## src/rtl/mining_pkg.sv

```systemverilog
// rtl/mining_pkg.sv - nonce width and type shared by the mining cores and the golden nonce arbiter
package mining_pkg;
    localparam int NONCE_WIDTH = 32;
    typedef logic [NONCE_WIDTH-1:0] nonce_t;
endpackage

```

## src/rtl/golden_nonce_arbiter_if.sv

```systemverilog
// rtl/golden_nonce_arbiter_if.sv - show-ahead golden nonce output stream with sticky overflow flag
interface golden_nonce_arbiter_if;
    import mining_pkg::*;

    logic   tx_valid;
    logic   tx_ready;
    nonce_t tx_nonce;
    logic   tx_overflow;

    modport master (
        output tx_valid,
        output tx_nonce,
        output tx_overflow,
        input  tx_ready
    );

    modport slave (
        input  tx_valid,
        input  tx_nonce,
        input  tx_overflow,
        output tx_ready
    );
endinterface

```

## src/rtl/nonce_fifo.sv

```systemverilog
// rtl/nonce_fifo.sv - show-ahead nonce FIFO with synchronous flush; head reads as zero when empty
module nonce_fifo
    import mining_pkg::*;
#(
    parameter int DEPTH_LOG2 = 2
) (
    input  logic   clk_i,
    input  logic   rst_i,
    input  logic   flush_i,
    input  logic   push_i,
    input  nonce_t data_i,
    input  logic   pop_i,
    output nonce_t data_o,
    output logic   valid_o,
    output logic   full_o
);
    localparam int DEPTH = 2 ** DEPTH_LOG2;

    logic [DEPTH_LOG2:0] wr_ptr_q, wr_ptr_d;
    logic [DEPTH_LOG2:0] rd_ptr_q, rd_ptr_d;
    nonce_t              mem_q [DEPTH];
    logic                empty;
    logic                do_push;
    logic                do_pop;

    // Extra MSB separates full (MSBs differ) from empty (pointers equal).
    assign empty   = (wr_ptr_q == rd_ptr_q);
    assign full_o  = (wr_ptr_q[DEPTH_LOG2] != rd_ptr_q[DEPTH_LOG2]) &&
                     (wr_ptr_q[DEPTH_LOG2-1:0] == rd_ptr_q[DEPTH_LOG2-1:0]);
    assign do_push = push_i && !full_o;
    assign do_pop  = pop_i && !empty;
    assign valid_o = !empty;
    assign data_o  = empty ? '0 : mem_q[rd_ptr_q[DEPTH_LOG2-1:0]];

    always_comb begin
        wr_ptr_d = wr_ptr_q;
        rd_ptr_d = rd_ptr_q;
        if (flush_i) begin
            wr_ptr_d = '0;
            rd_ptr_d = '0;
        end else begin
            if (do_push) wr_ptr_d = wr_ptr_q + 1'b1;
            if (do_pop)  rd_ptr_d = rd_ptr_q + 1'b1;
        end
    end

    always_ff @(posedge clk_i) begin
        if (rst_i) begin
            wr_ptr_q <= '0;
            rd_ptr_q <= '0;
        end else begin
            wr_ptr_q <= wr_ptr_d;
            rd_ptr_q <= rd_ptr_d;
        end
    end

    always_ff @(posedge clk_i) begin
        if (!rst_i && !flush_i && do_push) begin
            mem_q[wr_ptr_q[DEPTH_LOG2-1:0]] <= data_i;
        end
    end
endmodule

```

## src/rtl/golden_nonce_arbiter.sv

```systemverilog
// rtl/golden_nonce_arbiter.sv - round-robin collection of per-core golden tickets into a nonce FIFO
// Optional feature: GOLDEN_NONCE_DEDUP_EN drops a granted nonce equal to the last one pushed.
module golden_nonce_arbiter
    import mining_pkg::*;
#(
    parameter int NUM_CORES       = 2,
    parameter int FIFO_DEPTH_LOG2 = 2
) (
    input  logic                             hash_clk,
    input  logic                             reset,
    input  logic                             rx_work_change,
    input  logic [NUM_CORES-1:0]             rx_is_golden_ticket,
    input  logic [NONCE_WIDTH*NUM_CORES-1:0] rx_golden_nonce,
    golden_nonce_arbiter_if.master           tx
);
    localparam int IDX_W = (NUM_CORES > 1) ? $clog2(NUM_CORES) : 1;
    localparam logic [IDX_W-1:0] LAST_RST = IDX_W'(NUM_CORES - 1);

    logic [NUM_CORES-1:0] pend_q, pend_d;
    nonce_t               nonce_q [NUM_CORES];
    nonce_t               nonce_d [NUM_CORES];
    logic [IDX_W-1:0]     last_q, last_d;
    logic                 ovf_q, ovf_d;

    logic                 grant_vld;
    logic [IDX_W-1:0]     grant_idx;
    logic [IDX_W-1:0]     cand;
    nonce_t               grant_nonce;
    logic                 fifo_full;
    logic                 fifo_push;
    logic                 dup;

    always_comb begin
        grant_vld = 1'b0;
        grant_idx = '0;
        cand      = '0;
        for (int k = 1; k <= NUM_CORES; k++) begin
            cand = IDX_W'((int'(last_q) + k) % NUM_CORES);
            if (!grant_vld && pend_q[cand]) begin
                grant_vld = 1'b1;
                grant_idx = cand;
            end
        end
        // A full FIFO blocks even when the consumer pops on this edge.
        if (fifo_full || rx_work_change) grant_vld = 1'b0;
    end

    assign grant_nonce = nonce_q[grant_idx];

`ifdef GOLDEN_NONCE_DEDUP_EN
    nonce_t last_push_q;
    logic   last_push_vld_q;

    assign dup = last_push_vld_q && (grant_nonce == last_push_q);

    always_ff @(posedge hash_clk) begin
        if (reset || rx_work_change) begin
            last_push_q     <= '0;
            last_push_vld_q <= 1'b0;
        end else if (fifo_push) begin
            last_push_q     <= grant_nonce;
            last_push_vld_q <= 1'b1;
        end
    end
`else
    assign dup = 1'b0;
`endif

    assign fifo_push = grant_vld && !dup;

    always_comb begin
        pend_d  = pend_q;
        nonce_d = nonce_q;
        last_d  = last_q;
        ovf_d   = ovf_q;
        if (rx_work_change) begin
            pend_d = '0;
        end else begin
            if (grant_vld) begin
                pend_d[grant_idx] = 1'b0;
                last_d            = grant_idx;
            end
            for (int i = 0; i < NUM_CORES; i++) begin
                if (rx_is_golden_ticket[i]) begin
                    if (pend_q[i] && !(grant_vld && (grant_idx == IDX_W'(i)))) ovf_d = 1'b1;
                    pend_d[i]  = 1'b1;
                    nonce_d[i] = rx_golden_nonce[NONCE_WIDTH*i +: NONCE_WIDTH];
                end
            end
        end
    end

    always_ff @(posedge hash_clk) begin
        if (reset) begin
            pend_q <= '0;
            last_q <= LAST_RST;
            ovf_q  <= 1'b0;
            for (int i = 0; i < NUM_CORES; i++) nonce_q[i] <= '0;
        end else begin
            pend_q  <= pend_d;
            last_q  <= last_d;
            ovf_q   <= ovf_d;
            nonce_q <= nonce_d;
        end
    end

    nonce_fifo #(
        .DEPTH_LOG2 (FIFO_DEPTH_LOG2)
    ) u_fifo (
        .clk_i   (hash_clk),
        .rst_i   (reset),
        .flush_i (rx_work_change),
        .push_i  (fifo_push),
        .data_i  (grant_nonce),
        .pop_i   (tx.tx_ready),
        .data_o  (tx.tx_nonce),
        .valid_o (tx.tx_valid),
        .full_o  (fifo_full)
    );

    assign tx.tx_overflow = ovf_q;
endmodule

```

## src/flat_wrapper.sv

```systemverilog
// flat-port wrapper written by rule: the top's interface ports become plain ports
module golden_nonce_arbiter_flat import mining_pkg::*;
#(
    parameter int NUM_CORES       = 2,
    parameter int FIFO_DEPTH_LOG2 = 2
)
  (hash_clk, reset, rx_work_change, rx_is_golden_ticket, rx_golden_nonce, tx_tx_valid, tx_tx_nonce, tx_tx_overflow, tx_tx_ready);
  golden_nonce_arbiter_if tx_i ();
  input  logic hash_clk;
  input  logic reset;
  input  logic rx_work_change;
  input  logic [NUM_CORES-1:0] rx_is_golden_ticket;
  input  logic [NONCE_WIDTH*NUM_CORES-1:0] rx_golden_nonce;
  output wire logic [$bits(tx_i.tx_valid)-1:0] tx_tx_valid;
  output wire logic [$bits(tx_i.tx_nonce)-1:0] tx_tx_nonce;
  output wire logic [$bits(tx_i.tx_overflow)-1:0] tx_tx_overflow;
  input wire logic [$bits(tx_i.tx_ready)-1:0] tx_tx_ready;
  assign tx_tx_valid = tx_i.tx_valid;
  assign tx_tx_nonce = tx_i.tx_nonce;
  assign tx_tx_overflow = tx_i.tx_overflow;
  assign tx_i.tx_ready = tx_tx_ready;
  golden_nonce_arbiter #(.NUM_CORES(NUM_CORES), .FIFO_DEPTH_LOG2(FIFO_DEPTH_LOG2)) u_core (.hash_clk(hash_clk), .reset(reset), .rx_work_change(rx_work_change), .rx_is_golden_ticket(rx_is_golden_ticket), .rx_golden_nonce(rx_golden_nonce), .tx(tx_i));
endmodule
```

## config.mk

```make
export PLATFORM = sky130hd
export DESIGN_NAME = golden_nonce_arbiter_flat
export DESIGN_NICKNAME = d
export VERILOG_FILES = /design/src/rtl/mining_pkg.sv /design/src/rtl/golden_nonce_arbiter_if.sv /design/src/rtl/nonce_fifo.sv /design/src/rtl/golden_nonce_arbiter.sv /design/src/flat_wrapper.sv
export SDC_FILE = /design/constraint.sdc
export NUM_CORES = 1
export LEC_CHECK = 0
export CORE_MARGIN = 3
export CORE_UTILIZATION = 57
export CTS_CLUSTER_DIAMETER = 200
export DETAILED_ROUTE_END_ITERATION = 16
export DONT_BUFFER_PORTS = 1
export GPL_ROUTABILITY_DRIVEN = 1
export GPL_TIMING_DRIVEN = 0
export PLACE_DENSITY = 0.75
export SLEW_MARGIN = 0
export SYNTH_ARGS = -nofsm -noshare
export SYNTH_HDL_FRONTEND = slang
export SYNTH_SLANG_ARGS = --single-unit
```

## constraint.sdc

```tcl
create_clock -name hash_clk -period 2.17 [get_ports hash_clk]
set_input_delay 0.3255 -clock hash_clk [delete_from_list [all_inputs] [get_ports hash_clk]]
set_output_delay 0.3255 -clock hash_clk [all_outputs]
set_load 0.03 [all_outputs]
```

==> flow_metrics.py, run 1 <==
metrics = {
    "floorplanning": {
        "core-area_sq_um": 13510,
        "start_util_pct": 59.43,
        "die_h_um": 124.7,
        "die_w_um": 124.7,
        "rows": 42,
        "ios": 104,
        "dieArea_sq_um": 15540,
    },
    "cts": {
        "tritoncts": "done",
        "cts_max_path_buffers": 3,
        "cts-root-buf": "clkbuf_16",
        "clk_latency_ns": 0.48,
        "htreeDepth": 1,
        "clkTransAtPathRegs_ns": 0.06,
        "clock_sinks": 204,
        "cts_buffers": 20,
    },
    "run_status": {
        "violations": "negative setup slack",
        "status": "complete, but fails checks",
    },
    "setup_path": {
        "crit_arrival_ns": 1.94,
        "crit_family": "simple AND/OR/NAND/NOR gates",
        "r2r-start": "u_core.u_fifo.rd_ptr_q[2]$_SDFFE_PP0P_",
        "slowest_delay_ns": 0.37,
        "worst_setup_path_end_kind": "output port",
        "start_kind": "flip-flop",
        "cp_cell_sequence": "xor2_4 > nor3_4 > buf_12 > clkbuf_16 > and2b_4",
        "slowest_stage": "nor3_4",
        "crit_buf_inv": 2,
        "critPathLaunch": "u_core.u_fifo.rd_ptr_q[2]$_SDFFE_PP0P_",
        "r2r_slack_ns": 0,
        "path_max_fanout": 8,
        "critPathRequiredTime_ns": 1.84,
        "path_class": "reg -> out",
    },
    "logic_synthesis": {
        "yosys_warnings": 0,
        "syn_area_sq_um": 8026,
        "avgSynthCellArea_sq_um": 13.56,
        "ys_seq_area_share_pct": 66.84,
        "synth-seq-cells": 204,
        "yosysUniqueCellTypes": 31,
        "syn_nets": 667,
        "synthCells": 592,
    },
    "global_routing": {
        "overflow": 0,
        "grt_pass1_vias": 5458,
        "grt_pass1_wl_um": 29280,
        "antenna_found_initial": 0,
        "grt_max_degree": 33,
        "grt_usage_pct": 23.89,
    },
    "job": {
        "maxCapViolCount": 0,
    },
    "min_path": {
        "hold_path_class": "in -> reg",
        "hold_start": "rx_golden_nonce[43]",
    },
    "finish": {
        "num_antenna_cells": 0,
        "fillers": 753,
        "layout-drive-gt1-share_pct": 25.43,
        "layout.nets": 757,
        "area_growth_pct": 24.52,
    },
    "route": {
        "drt_wl_total_um": 19000,
        "drtIter0Drc": 352,
        "drt_first_pass_iters": 5,
        "drc": 0,
        "antenna_left": 0,
        "via_per_inst": 5.948,
        "vias": 5187,
        "wire_per_inst_um": 21.79,
    },
    "power_and_ir_drop": {
        "max-vdd-ir-drop_v": 0.0006898,
        "power.density_nw_per_um2": 802.4,
        "fin_total_pwr_mw": 8.019,
        "p_leak_nw": 3.542,
    },
    "sta": {
        "worst_slew_pin_slew_ns": 0.7381,
        "finalSetupViolations": 26,
        "fin_ws_ns": -0.1001,
        "rsz0062_at_grt": "yes",
        "clock_skew_ns": 0.01048,
        "fmax_ghz": 0.4405,
        "tns_ns": -1.422,
        "finalHoldViolCount": 0,
        "timing_max_transition_violations_final": 0,
        "fin_crit_ns": 2.270,
        "finalCritPeriodShare_pct": 104.6,
        "slew_headroom_pct": 50.69,
    },
    "place": {
        "dp_hpwl_um": 10890,
        "io_buffer_count": 0,
        "dp_slack_ns": -0.3932,
        "gp_congestion": 0.8489,
    },
}
-- Yosys cell counts --
master	instances	area, sq um
inv_1	4	15.01
a311o_1	1	10.01
clkbuf_1	24	90.09
o21bai_1	1	7.510
buf_2	9	45.04
nand2b_1	2	12.51
xnor2_1	4	35.03
buf_6	1	11.26
xor2_1	5	43.79
mux4_2	32	720.7
o221a_1	1	11.26
nand3_1	4	20.02
nor3_1	2	10.01
o21ai_0	6	30.03
o311ai_0	1	8.760
a21oi_1	67	335.3
nor2b_1	21	131.4
and2_1	4	25.02
o31ai_1	1	7.510
dfxtp_1	76	1521
a31oi_1	2	12.51
or2_1	1	6.260
nand3b_1	1	7.510
a21boi_0	1	7.510
mux2_2	32	360.4
nor2_1	10	37.54
and2b_1	13	97.59
edfxtp_1	128	3844
nand2_1	130	488.0
buf_1	3	11.26
ha_1	5	62.56
-- final timing paths --
| path | end | cells past startpoint |
|---|---|---|
| setup / recovery | tx_tx_nonce[7] | 5 |
| hold / removal | u_core.nonce_q[11]$_SDFFE_PP0P_ | 2 |
| hold reg to reg | u_core.nonce_q[2]$_SDFFE_PP0P_ | 2 |
| setup reg to reg | u_core.u_fifo.mem_q[1][2]$_DFFE_PP_ | 6 |
-- worst reg2reg max path: stages, from the launching register on --
cell     delay [ns]
dfxtp_4        0.36
xor2_4         0.20
buf_4          0.14
a311o_1        0.32
buf_6          0.15
nor2_4         0.10
and2_4         0.49
-- flip-flops by register name (all words and copies together) (netlist names), named ones only --
name / cells
u_core.nonce_q: 64
u_core.tx.tx_overflow: 1
u_core.u_fifo.rd_ptr_q: 3
u_core.last_q: 1
u_core.u_fifo.mem_q: 128
u_core.u_fifo.wr_ptr_q: 3
u_core.pend_q: 2
-- logic make-up after synthesis --
kind of cell	after synthesis	synth area share, %
mux	64	13.47
fa+ha+maj	5	0.7794
simple gates	188	10.41
xor+xnor	9	0.9820
flops	204	66.84
compound gates	81	5.363
buf+inv	41	2.151
-- area by class of cell --
type / count / area (sq um) / area share, %
timing repair buffer: 68 / 723.2 / 7.236
clock inverter: 8 / 66.31 / 0.6635
clock buffer: 28 / 573.1 / 5.734
inverter: 4 / 18.77 / 0.1878
tap: 176 / 220.2 / 2.203
sequential: 204 / 5389 / 53.92
buffer: 37 / 272.8 / 2.729
multi-input combinational: 347 / 2731 / 27.33
-- metal layers --
layer  GRT usage [%]  routed length (um)  up-vias
met4           8.897                 641        0
met5               0                   0        -
met3           4.074                1429       50
li1                -                   -     2309
met2           41.63                9810      257
met1           30.11                7119     2571
-- cell usage in the layout (no fill, tap or decap), types with 4 or more instances in the layout --
| cell type | n |
|---|---|
| clkbuf_1 | 21 |
| buf_12 | 6 |
| edfxtp_1 | 128 |
| and2_4 | 4 |
| nor2_1 | 9 |
| mux2_2 | 32 |
| a21oi_1 | 67 |
| dfxtp_1 | 69 |
| buf_4 | 11 |
| dlygate4sd3_1 | 49 |
| and2b_4 | 9 |
| ha_1 | 5 |
| nand3_1 | 4 |
| o21ai_0 | 6 |
| buf_2 | 5 |
| and2b_2 | 4 |
| mux4_2 | 32 |
| xnor2_1 | 4 |
| clkbuf_4 | 5 |
| nand2_1 | 130 |
| dfxtp_4 | 6 |
| buf_8 | 5 |
| nor2b_4 | 17 |
| clkbuf_16 | 24 |
-- per-stage QoR --
step / hold WS [ns] / instance area (sq um) / utilization (%) / instances
4_1_cts: 0.0004984 / 9824 / 72.74 / 860
5_1_grt: 0.001022 / 9995 / 74.00 / 872
3_5_place_dp: 0.4469 / 8252 / 61.10 / 768
6_report: 0.003889 / 9995 / 74.00 / 872
3_3_place_gp: 0.4379 / 8252 / 61.10 / 768
2_1_floorplan: 0.4329 / 8031 / - / 592
-- timing repair --
| item | CTS | global route |
|---|---|---|
| setup buffers | 11 | 6 |
| endpoints found under the setup margin | 161 | 160 |
| cloned | 1 | 1 |
| hold buffers | 44 | 5 |
| resized for setup | 119 | 14 |
| hold endpoints to repair | 44 | 5 |
| pin swaps | 3 | 4 |
-- report_power, final --
| group | internal, mW | switching [mW] | total, mW |
|---|---|---|---|
| clock | 1.97 | 1.38 | 3.35 |
| combinational | 0.200 | 0.253 | 0.453 |
| sequential | 4.18 | 0.0398 | 4.22 |
Note: power is estimated with default switching activity, not from simulation.
==> inputs of run 2 (changes only) <==
--- a/config.mk
+++ b/config.mk
@@ -6,13 +6,13 @@
 export NUM_CORES = 1
 export LEC_CHECK = 0
 export CORE_MARGIN = 3
-export CORE_UTILIZATION = 57
+export CORE_UTILIZATION = 60
 export CTS_CLUSTER_DIAMETER = 200
 export DETAILED_ROUTE_END_ITERATION = 16
 export DONT_BUFFER_PORTS = 1
 export GPL_ROUTABILITY_DRIVEN = 1
 export GPL_TIMING_DRIVEN = 0
-export PLACE_DENSITY = 0.75
+export PLACE_DENSITY = 0.76
 export SLEW_MARGIN = 0
 export SYNTH_ARGS = -nofsm -noshare
 export SYNTH_HDL_FRONTEND = slang
==> constraint.sdc (replaced) <==
create_clock -name hash_clk -period 2.3 [get_ports hash_clk]
set_input_delay 0.345 -clock hash_clk [delete_from_list [all_inputs] [get_ports hash_clk]]
set_output_delay 0.345 -clock hash_clk [all_outputs]
set_load 0.03 [all_outputs]
==> run 2 against run 1 <==
Compared with the run above: the run still ends with negative setup slack left; routed wire length fell by 11%; clock skew rose by 0.0018 ns; clock power fell by 7.5%; global-route usage fell by 0.066 points; combinational power fell by 23%; sequential share of layout area rose by 3.7 points; setup slack got worse by 0.0080 ns; final cell count fell by 6.2%; sequential power fell by 5.7%; die area fell by 4.8%; largest power group unchanged; via count fell by 8.8%.
==> flow_metrics.py, run 2 (synthesis gave the netlist of run 1 again) <==
metrics = {
    "cts": {
        "cts_max_path_buffers": 3,
        "cts-root-buf": "clkbuf_16",
        "clkTransAtPathRegs_ns": 0.06,
        "htreeDepth": 1,
        "clk_latency_ns": 0.48,
        "cts_buffers": 19,
        "tritoncts": "done",
        "clock_sinks": 204,
    },
    "setup_path": {
        "worst_setup_path_end_kind": "output port",
        "reg2regPathDepth": 5,
        "start_kind": "flip-flop",
        "crit_arrival_ns": 2.06,
        "path_class": "reg -> out",
        "path_max_fanout": 7,
        "r2r_slack_ns": -0.10,
        "critPathLaunch": "u_core.u_fifo.rd_ptr_q[2]$_SDFFE_PP0P_",
        "r2r-start": "u_core.u_fifo.rd_ptr_q[1]$_SDFFE_PP0P_",
        "critPathRequiredTime_ns": 1.96,
        "worstReg2RegEnd": "u_core.u_fifo.mem_q[1][20]$_DFFE_PP_",
    },
    "finish": {
        "largest_reg_flops": 128,
        "postLayoutCellArea_sq_um": 9321,
        "layout_commonest_cell": "nand2_1",
        "num_antenna_cells": 0,
        "area_growth_pct": 16.13,
        "mostFrequentLayoutCells": "130 x nand2_1, 128 x edfxtp_1, 71 x dfxtp_1",
        "fillers": 819,
        "layout.nets": 709,
        "layout-drive-gt1-share_pct": 24.30,
    },
    "sta": {
        "fmax_ghz": 0.4153,
        "clock_skew_ns": 0.01225,
        "finalCritPeriodShare_pct": 104.7,
        "fin_crit_ns": 2.408,
        "timing_max_transition_violations_final": 0,
        "rsz0062_at_grt": "yes",
        "worst_slew_pin_slew_ns": 0.9355,
        "fin_ws_ns": -0.1081,
        "finalSetupViolations": 146,
        "finalHoldViolCount": 0,
        "slew_headroom_pct": 37.63,
    },
    "floorplanning": {
        "rows": 41,
        "dieArea_sq_um": 14800,
        "die_w_um": 121.7,
        "die_h_um": 121.7,
        "ios": 104,
        "core-area_sq_um": 12820,
        "start_util_pct": 62.59,
    },
    "power_and_ir_drop": {
        "max-vdd-ir-drop_v": 0.0005601,
        "internal_power_mw": 5.923,
        "p_switching_mw": 1.506,
        "p_leak_nw": 3.266,
        "switching_share_pct": 20.27,
        "power.density_nw_per_um2": 797.0,
        "share_comb_of_total_power_pct": 4.7,
        "pwr-share-clk_pct": 41.7,
        "fin_total_pwr_mw": 7.429,
        "seqPwrFrac_pct": 53.6,
    },
    "global_routing": {
        "grt_usage_pct": 23.82,
        "antenna_found_initial": 0,
        "grt_pass1_vias": 4987,
        "grt_pass1_wl_um": 26840,
        "overflow": 0,
        "grt_max_degree": 33,
        "grt.met1_usage_pct": 32.31,
        "grtUsageMet3_pct": 4.550,
        "use_met2_pct": 39.83,
        "top_usage_layer": "met2",
    },
    "min_path": {
        "hold_depth": 2,
        "hold_path_class": "in -> reg",
        "holdPathEnd": "u_core.nonce_q[53]$_SDFFE_PP0P_",
        "hold_start": "rx_golden_nonce[21]",
    },
    "place": {
        "dpl_cell_area_sq_um": 8247,
        "gp_congestion": 0.7916,
        "dp_hpwl_um": 10750,
        "io_buffer_count": 0,
    },
    "route": {
        "antenna_left": 0,
        "drtIter0Drc": 360,
        "drt_first_pass_iters": 5,
        "via_per_inst": 5.782,
        "drt_wl_total_um": 16880,
        "vias": 4730,
        "wire_per_inst_um": 20.63,
        "drc": 0,
    },
    "job": {
        "maxCapViolCount": 0,
    },
    "run_status": {
        "status": "complete, but fails checks",
        "violations": "negative setup slack",
    },
}
run 2: cell count changes in the layout (fill, tap and decap cells not counted), moves of 5 or more:
cell           delta
dlygate4sd3_1    -34
buf_8             -5
dfxtp_4           -5
buf_4             -9
nor2b_2          +10
nor2b_4           -9
run 2: final cells by class:
cell class,count,area (sq um),share of cell area (%)
clock buffer,24,525.5,5.638
inverter,4,15.01,0.1611
sequential,204,5374,57.65
multi-input combinational,347,2644,28.36
timing repair buffer,22,226.5,2.430
tap,172,215.2,2.309
clock inverter,9,92.59,0.9933
buffer,36,229.0,2.456
run 2: stage by stage:
stage | instances | setup WS [ns] | TNS [ns] | util, % | hold WS [ns]
floorplan | 592 | 0.2868 | 0 | - | 0.4329
global placement | 764 | -0.1938 | -17.76 | 64.30 | 0.4380
detailed placement | 764 | -0.2246 | -24.89 | 64.30 | 0.4449
CTS | 816 | -0.1421 | -16.21 | 72.37 | 0.0004730
global route | 818 | -0.2171 | -27.15 | 72.68 | 0.001599
finish | 818 | -0.1081 | -9.140 | 72.68 | 0.003096
run 2: timing repair:
| item | CTS | global route |
|---|---|---|
| resized for setup | 85 | 14 |
| gates cloned | 3 | 0 |
| setup endpoints to repair | 161 | 158 |
| setup buffers | 3 | 1 |
| pin swaps | 1 | 0 |
| hold endpoints to repair | 13 | 2 |
| hold buffers | 13 | 2 |
run 2: routing by layer:
metal / vias up / routed length [um]
li1: 2205 / -
met1: 2345 / 7080
met2: 149 / 8426
met3: 31 / 974
met4: 0 / 397
met5: - / 0
run 2: worst max-delay path by stage:
stage                                                      end  cells after the start
final                                           tx_tx_nonce[3]                      5
after global routing      u_core.u_fifo.mem_q[3][20]$_DFFE_PP_                      5
after CTS                 u_core.u_fifo.mem_q[1][14]$_DFFE_PP_                      5
after detailed placement                       tx_tx_nonce[14]                      4
after global placement                         tx_tx_nonce[14]                      4
after floorplan            u_core.u_fifo.mem_q[0][0]$_DFFE_PP_                      5
run 2: critical path, cell delays in order (launching register included):
cell and delay, ns:
dfxtp_4 0.36, xor2_4 0.21, nor3_4 0.46, buf_4 0.20, buf_6 0.11, and2b_4 0.22
run 2: power by group through the flow:
stage | registers, mW | clock network, mW | logic, mW
6_report | 3.98 | 3.10 | 0.351
3_5_place_dp | 4.06 | 0 | 0.300
2_1_floorplan | 4.05 | 0 | 0.224
5_1_grt | 3.98 | 3.29 | 0.384
4_1_cts | 3.98 | 3.13 | 0.344
3_3_place_gp | 4.05 | 0 | 0.287
==> inputs of run 3 (changes only) <==
--- a/config.mk
+++ b/config.mk
@@ -5,7 +5,6 @@
 export SDC_FILE = /design/constraint.sdc
 export NUM_CORES = 1
 export LEC_CHECK = 0
-export CORE_MARGIN = 3
 export CORE_UTILIZATION = 60
 export CTS_CLUSTER_DIAMETER = 200
 export DETAILED_ROUTE_END_ITERATION = 16
@@ -13,7 +12,9 @@
 export GPL_ROUTABILITY_DRIVEN = 1
 export GPL_TIMING_DRIVEN = 0
 export PLACE_DENSITY = 0.76
+export SKIP_LAST_GASP = 1
 export SLEW_MARGIN = 0
 export SYNTH_ARGS = -nofsm -noshare
 export SYNTH_HDL_FRONTEND = slang
+export SYNTH_HIERARCHICAL = 1
 export SYNTH_SLANG_ARGS = --single-unit
==> run 3 against run 2 <==
Compared with the run above: the flow now finishes without violations; sequential cell count unchanged; fmax up 5.6%; global-route usage up 1.5 points; critical path type unchanged; setup slack better by 0.13 ns; die area down 4.2%; sequential power about the same; clock skew down 0.0024 ns; via count up 7.5%; combinational power up 9.7%.
==> flow_metrics.py, run 3 <==
metrics = {
    "global_routing": {
        "grt_pass1_wl_um": 27240,
        "grt_max_degree": 33,
        "grt_usage_pct": 25.32,
        "antenna_found_initial": 0,
        "overflow": 0,
        "grt_pass1_vias": 5093,
    },
    "sta": {
        "worst_slew_pin_slew_ns": 0.7098,
        "clock_skew_ns": 0.009902,
        "tns_ns": 0,
        "rsz0062_at_grt": "yes",
        "timing_max_transition_violations_final": 0,
        "slew_headroom_pct": 52.34,
        "holdWs_ns": 0.005997,
        "fin_crit_ns": 2.280,
        "fmax_ghz": 0.4386,
        "finalHoldViolCount": 0,
        "finalSetupViolations": 0,
        "finalCritPeriodShare_pct": 99.14,
    },
    "floorplanning": {
        "core-area_sq_um": 13300,
        "die_w_um": 119.1,
        "rows": 42,
        "die_h_um": 119.1,
        "start_util_pct": 61.89,
        "ios": 104,
        "dieArea_sq_um": 14190,
    },
    "setup_path": {
        "start_kind": "flip-flop",
        "r2r_slack_ns": 0.05,
        "crit_arrival_ns": 1.94,
        "worst_setup_path_end_kind": "output port",
        "worstReg2RegEnd": "u_core/u_fifo/mem_q[2][16]$_DFFE_PP_",
        "path_class": "reg -> out",
        "critPathRequiredTime_ns": 1.96,
        "r2r-start": "u_core/u_fifo/rd_ptr_q[0]$_SDFFE_PP0P_",
        "path_max_fanout": 7,
        "reg2regPathDepth": 5,
    },
    "logic_synthesis": {
        "syn_nets": 685,
        "synthCells": 610,
        "yosys_warnings": 6,
        "ys_seq_area_share_pct": 65.21,
        "synth-seq-cells": 204,
        "ys_async_sr_fraction_pct": 0,
        "synth_commonest_cells": "132 x nand2_1, 128 x edfxtp_1, 76 x dfxtp_1",
        "ys.flop_type": "edfxtp_1",
        "synth_edf_count": 128,
        "yosysTopAreaCellShare_pct": 46.72,
        "synthTopCellsByArea": "edfxtp_1 47%, dfxtp_1 18%, mux4_2 8.8%, nand2_1 6.0%, a21oi_1 4.3%",
        "syn_area_sq_um": 8228,
        "yosysMostFrequentCell": "nand2_1",
        "avgSynthCellArea_sq_um": 13.49,
        "yosysUniqueCellTypes": 38,
        "yosysTopAreaCell": "edfxtp_1",
    },
    "min_path": {
        "hold_start": "rx_golden_nonce[44]",
        "hold_depth": 2,
        "hold_path_class": "in -> reg",
        "holdPathEnd": "u_core/nonce_q[12]$_SDFFE_PP0P_",
    },
    "power_and_ir_drop": {
        "max-vdd-ir-drop_v": 0.0005608,
        "p_leak_nw": 3.326,
        "share_comb_of_total_power_pct": 5.1,
        "pwr-share-clk_pct": 42.0,
        "fin_total_pwr_mw": 7.512,
        "p_switching_mw": 1.524,
        "internal_power_mw": 5.988,
        "seqPwrFrac_pct": 52.9,
        "switching_share_pct": 20.28,
        "power.density_nw_per_um2": 768.9,
    },
    "cts": {
        "clock_sinks": 204,
        "cts-root-buf": "clkbuf_16",
        "clk_latency_ns": 0.48,
        "clkTransAtPathRegs_ns": 0.06,
        "cts_max_path_buffers": 3,
        "cts_buffers": 20,
        "tritoncts": "done",
        "htreeDepth": 1,
    },
    "place": {
        "dp_hpwl_um": 11160,
        "io_buffer_count": 0,
        "gp_congestion": 0.8711,
        "dp_cells": 787,
    },
    "job": {
        "maxCapViolCount": 0,
    },
    "finish": {
        "layout.nets": 730,
        "layout-drive-gt1-share_pct": 26.61,
        "area_growth_pct": 18.73,
        "largest_reg_flops": 128,
        "fillers": 851,
        "num_antenna_cells": 0,
        "finalNonFillerCells": 845,
        "layout_commonest_cell": "nand2_1",
        "mostFrequentLayoutCells": "131 x nand2_1, 128 x edfxtp_1, 70 x a21oi_1, 70 x dfxtp_1, 32 x mux4_2",
    },
    "route": {
        "drc": 0,
        "drtIter0Drc": 432,
        "drt_wl_total_um": 18090,
        "via_per_inst": 6.017,
        "vias": 5084,
        "drt_first_pass_iters": 5,
        "antenna_left": 0,
        "wire_per_inst_um": 21.41,
    },
    "run_status": {
        "status": "complete, no violations",
    },
}
run 3: cell types whose count changed in the layout (fill, tap and decap cells not counted), sizes merged, moves of 6 or more:
cell / change
dlygate4sd3: -6
nor2b: +14
and2b: -13
nor2: -8
clkinv: -7
buf: +21
and3: +7
run 3: worst max-delay path, cell delays in order, from the launching register on:
cell and delay (ns):
dfxtp_2 0.35, buf_6 0.14, xor2_4 0.21, buf_12 0.13, nor3_4 0.04, buf_6 0.17
clkbuf_16 0.18, nor2b_4 0.22
run 3: per-layer routing:
| metal | routed length [um] | global-route usage, % | up-vias |
|---|---|---|---|
| met4 | 360 | 8.070 | 0 |
| met3 | 1168 | 3.784 | 29 |
| met5 | 0 | 0 | - |
| met1 | 7310 | 33.11 | 2565 |
| met2 | 9253 | 43.64 | 184 |
| li1 | - | - | 2306 |
run 3: timing repair:
| action | in CTS | in global routing |
|---|---|---|
| setup buffers | 6 | 4 |
| hold buffers | 9 | 0 |
| resized for setup | 45 | 45 |
| pin swaps | 3 | 4 |
| endpoints found under the setup margin | 161 | 155 |
| cloned | 1 | 2 |
| endpoints found under the hold margin | 9 | 0 |
run 3: how the worst max path moves through the flow:
stage | from | end | slack, ns | cells after the start
2_1_floorplan | u_core/u_fifo/wr_ptr_q[1]$_SDFFE_PP0P_ | u_core/u_fifo/mem_q[3][0]$_DFFE_PP_ | -0.1 | 7
3_3_place_gp | u_core/u_fifo/wr_ptr_q[2]$_SDFFE_PP0P_ | u_core/u_fifo/mem_q[3][18]$_DFFE_PP_ | -0.85 | 6
3_5_place_dp | u_core/u_fifo/wr_ptr_q[2]$_SDFFE_PP0P_ | u_core/u_fifo/mem_q[3][18]$_DFFE_PP_ | -0.51 | 7
4_1_cts | u_core/u_fifo/wr_ptr_q[2]$_SDFFE_PP0P_ | u_core/u_fifo/mem_q[1][15]$_DFFE_PP_ | -0.27 | 5
5_1_grt | u_core/u_fifo/wr_ptr_q[1]$_SDFFE_PP0P_ | tx_tx_nonce[6] | -0.03 | 7
6_report | u_core/u_fifo/wr_ptr_q[1]$_SDFFE_PP0P_ | tx_tx_nonce[6] | 0.02 | 7
run 3: metrics by stage:
| step | cell area [sq um] | worst slack (ns) | utilization [%] |
|---|---|---|---|
| 2_1_floorplan | 8318 | -0.09864 | - |
| 3_3_place_gp | 8538 | -0.8539 | 64.22 |
| 3_5_place_dp | 8553 | -0.5073 | 64.33 |
| 4_1_cts | 9480 | -0.2674 | 71.31 |
| 5_1_grt | 9769 | -0.03349 | 73.48 |
| 6_report | 9769 | 0.01977 | 73.48 |
run 3: power by group through the flow:
stage | logic, mW | registers [mW] | clock network (mW)
floorplan | 0.239 | 4.04 | 0
global placement | 0.306 | 4.05 | 0
detailed placement | 0.317 | 4.05 | 0
CTS | 0.348 | 3.97 | 3.18
global route | 0.415 | 3.98 | 3.34
finish | 0.385 | 3.98 | 3.15
run 3: logic make-up (layout without fill, tap and decap cells):
family	count (synthesis)	count (layout)	synth area share (%)
XOR/XNOR	6	6	0.6388
multiplexers	64	64	13.14
flip-flops	204	204	65.21
AND/OR/NAND/NOR	200	200	11.33
AO/OA/AOI/OAI	89	89	5.961
buffers and inverters	42	101	2.965
adder cells (fa/ha/maj)	5	5	0.7603
run 3: cell type report:
class	count	area [sq um]	area share, %
sequential	204	5375	55.02
multi-input combinational	364	2967	30.37
clock buffer	35	608.1	6.224
buffer	38	289.0	2.959
timing repair buffer	23	261.5	2.677
tap	176	220.2	2.254
clock inverter	1	30.03	0.3074
inverter	4	18.77	0.1921
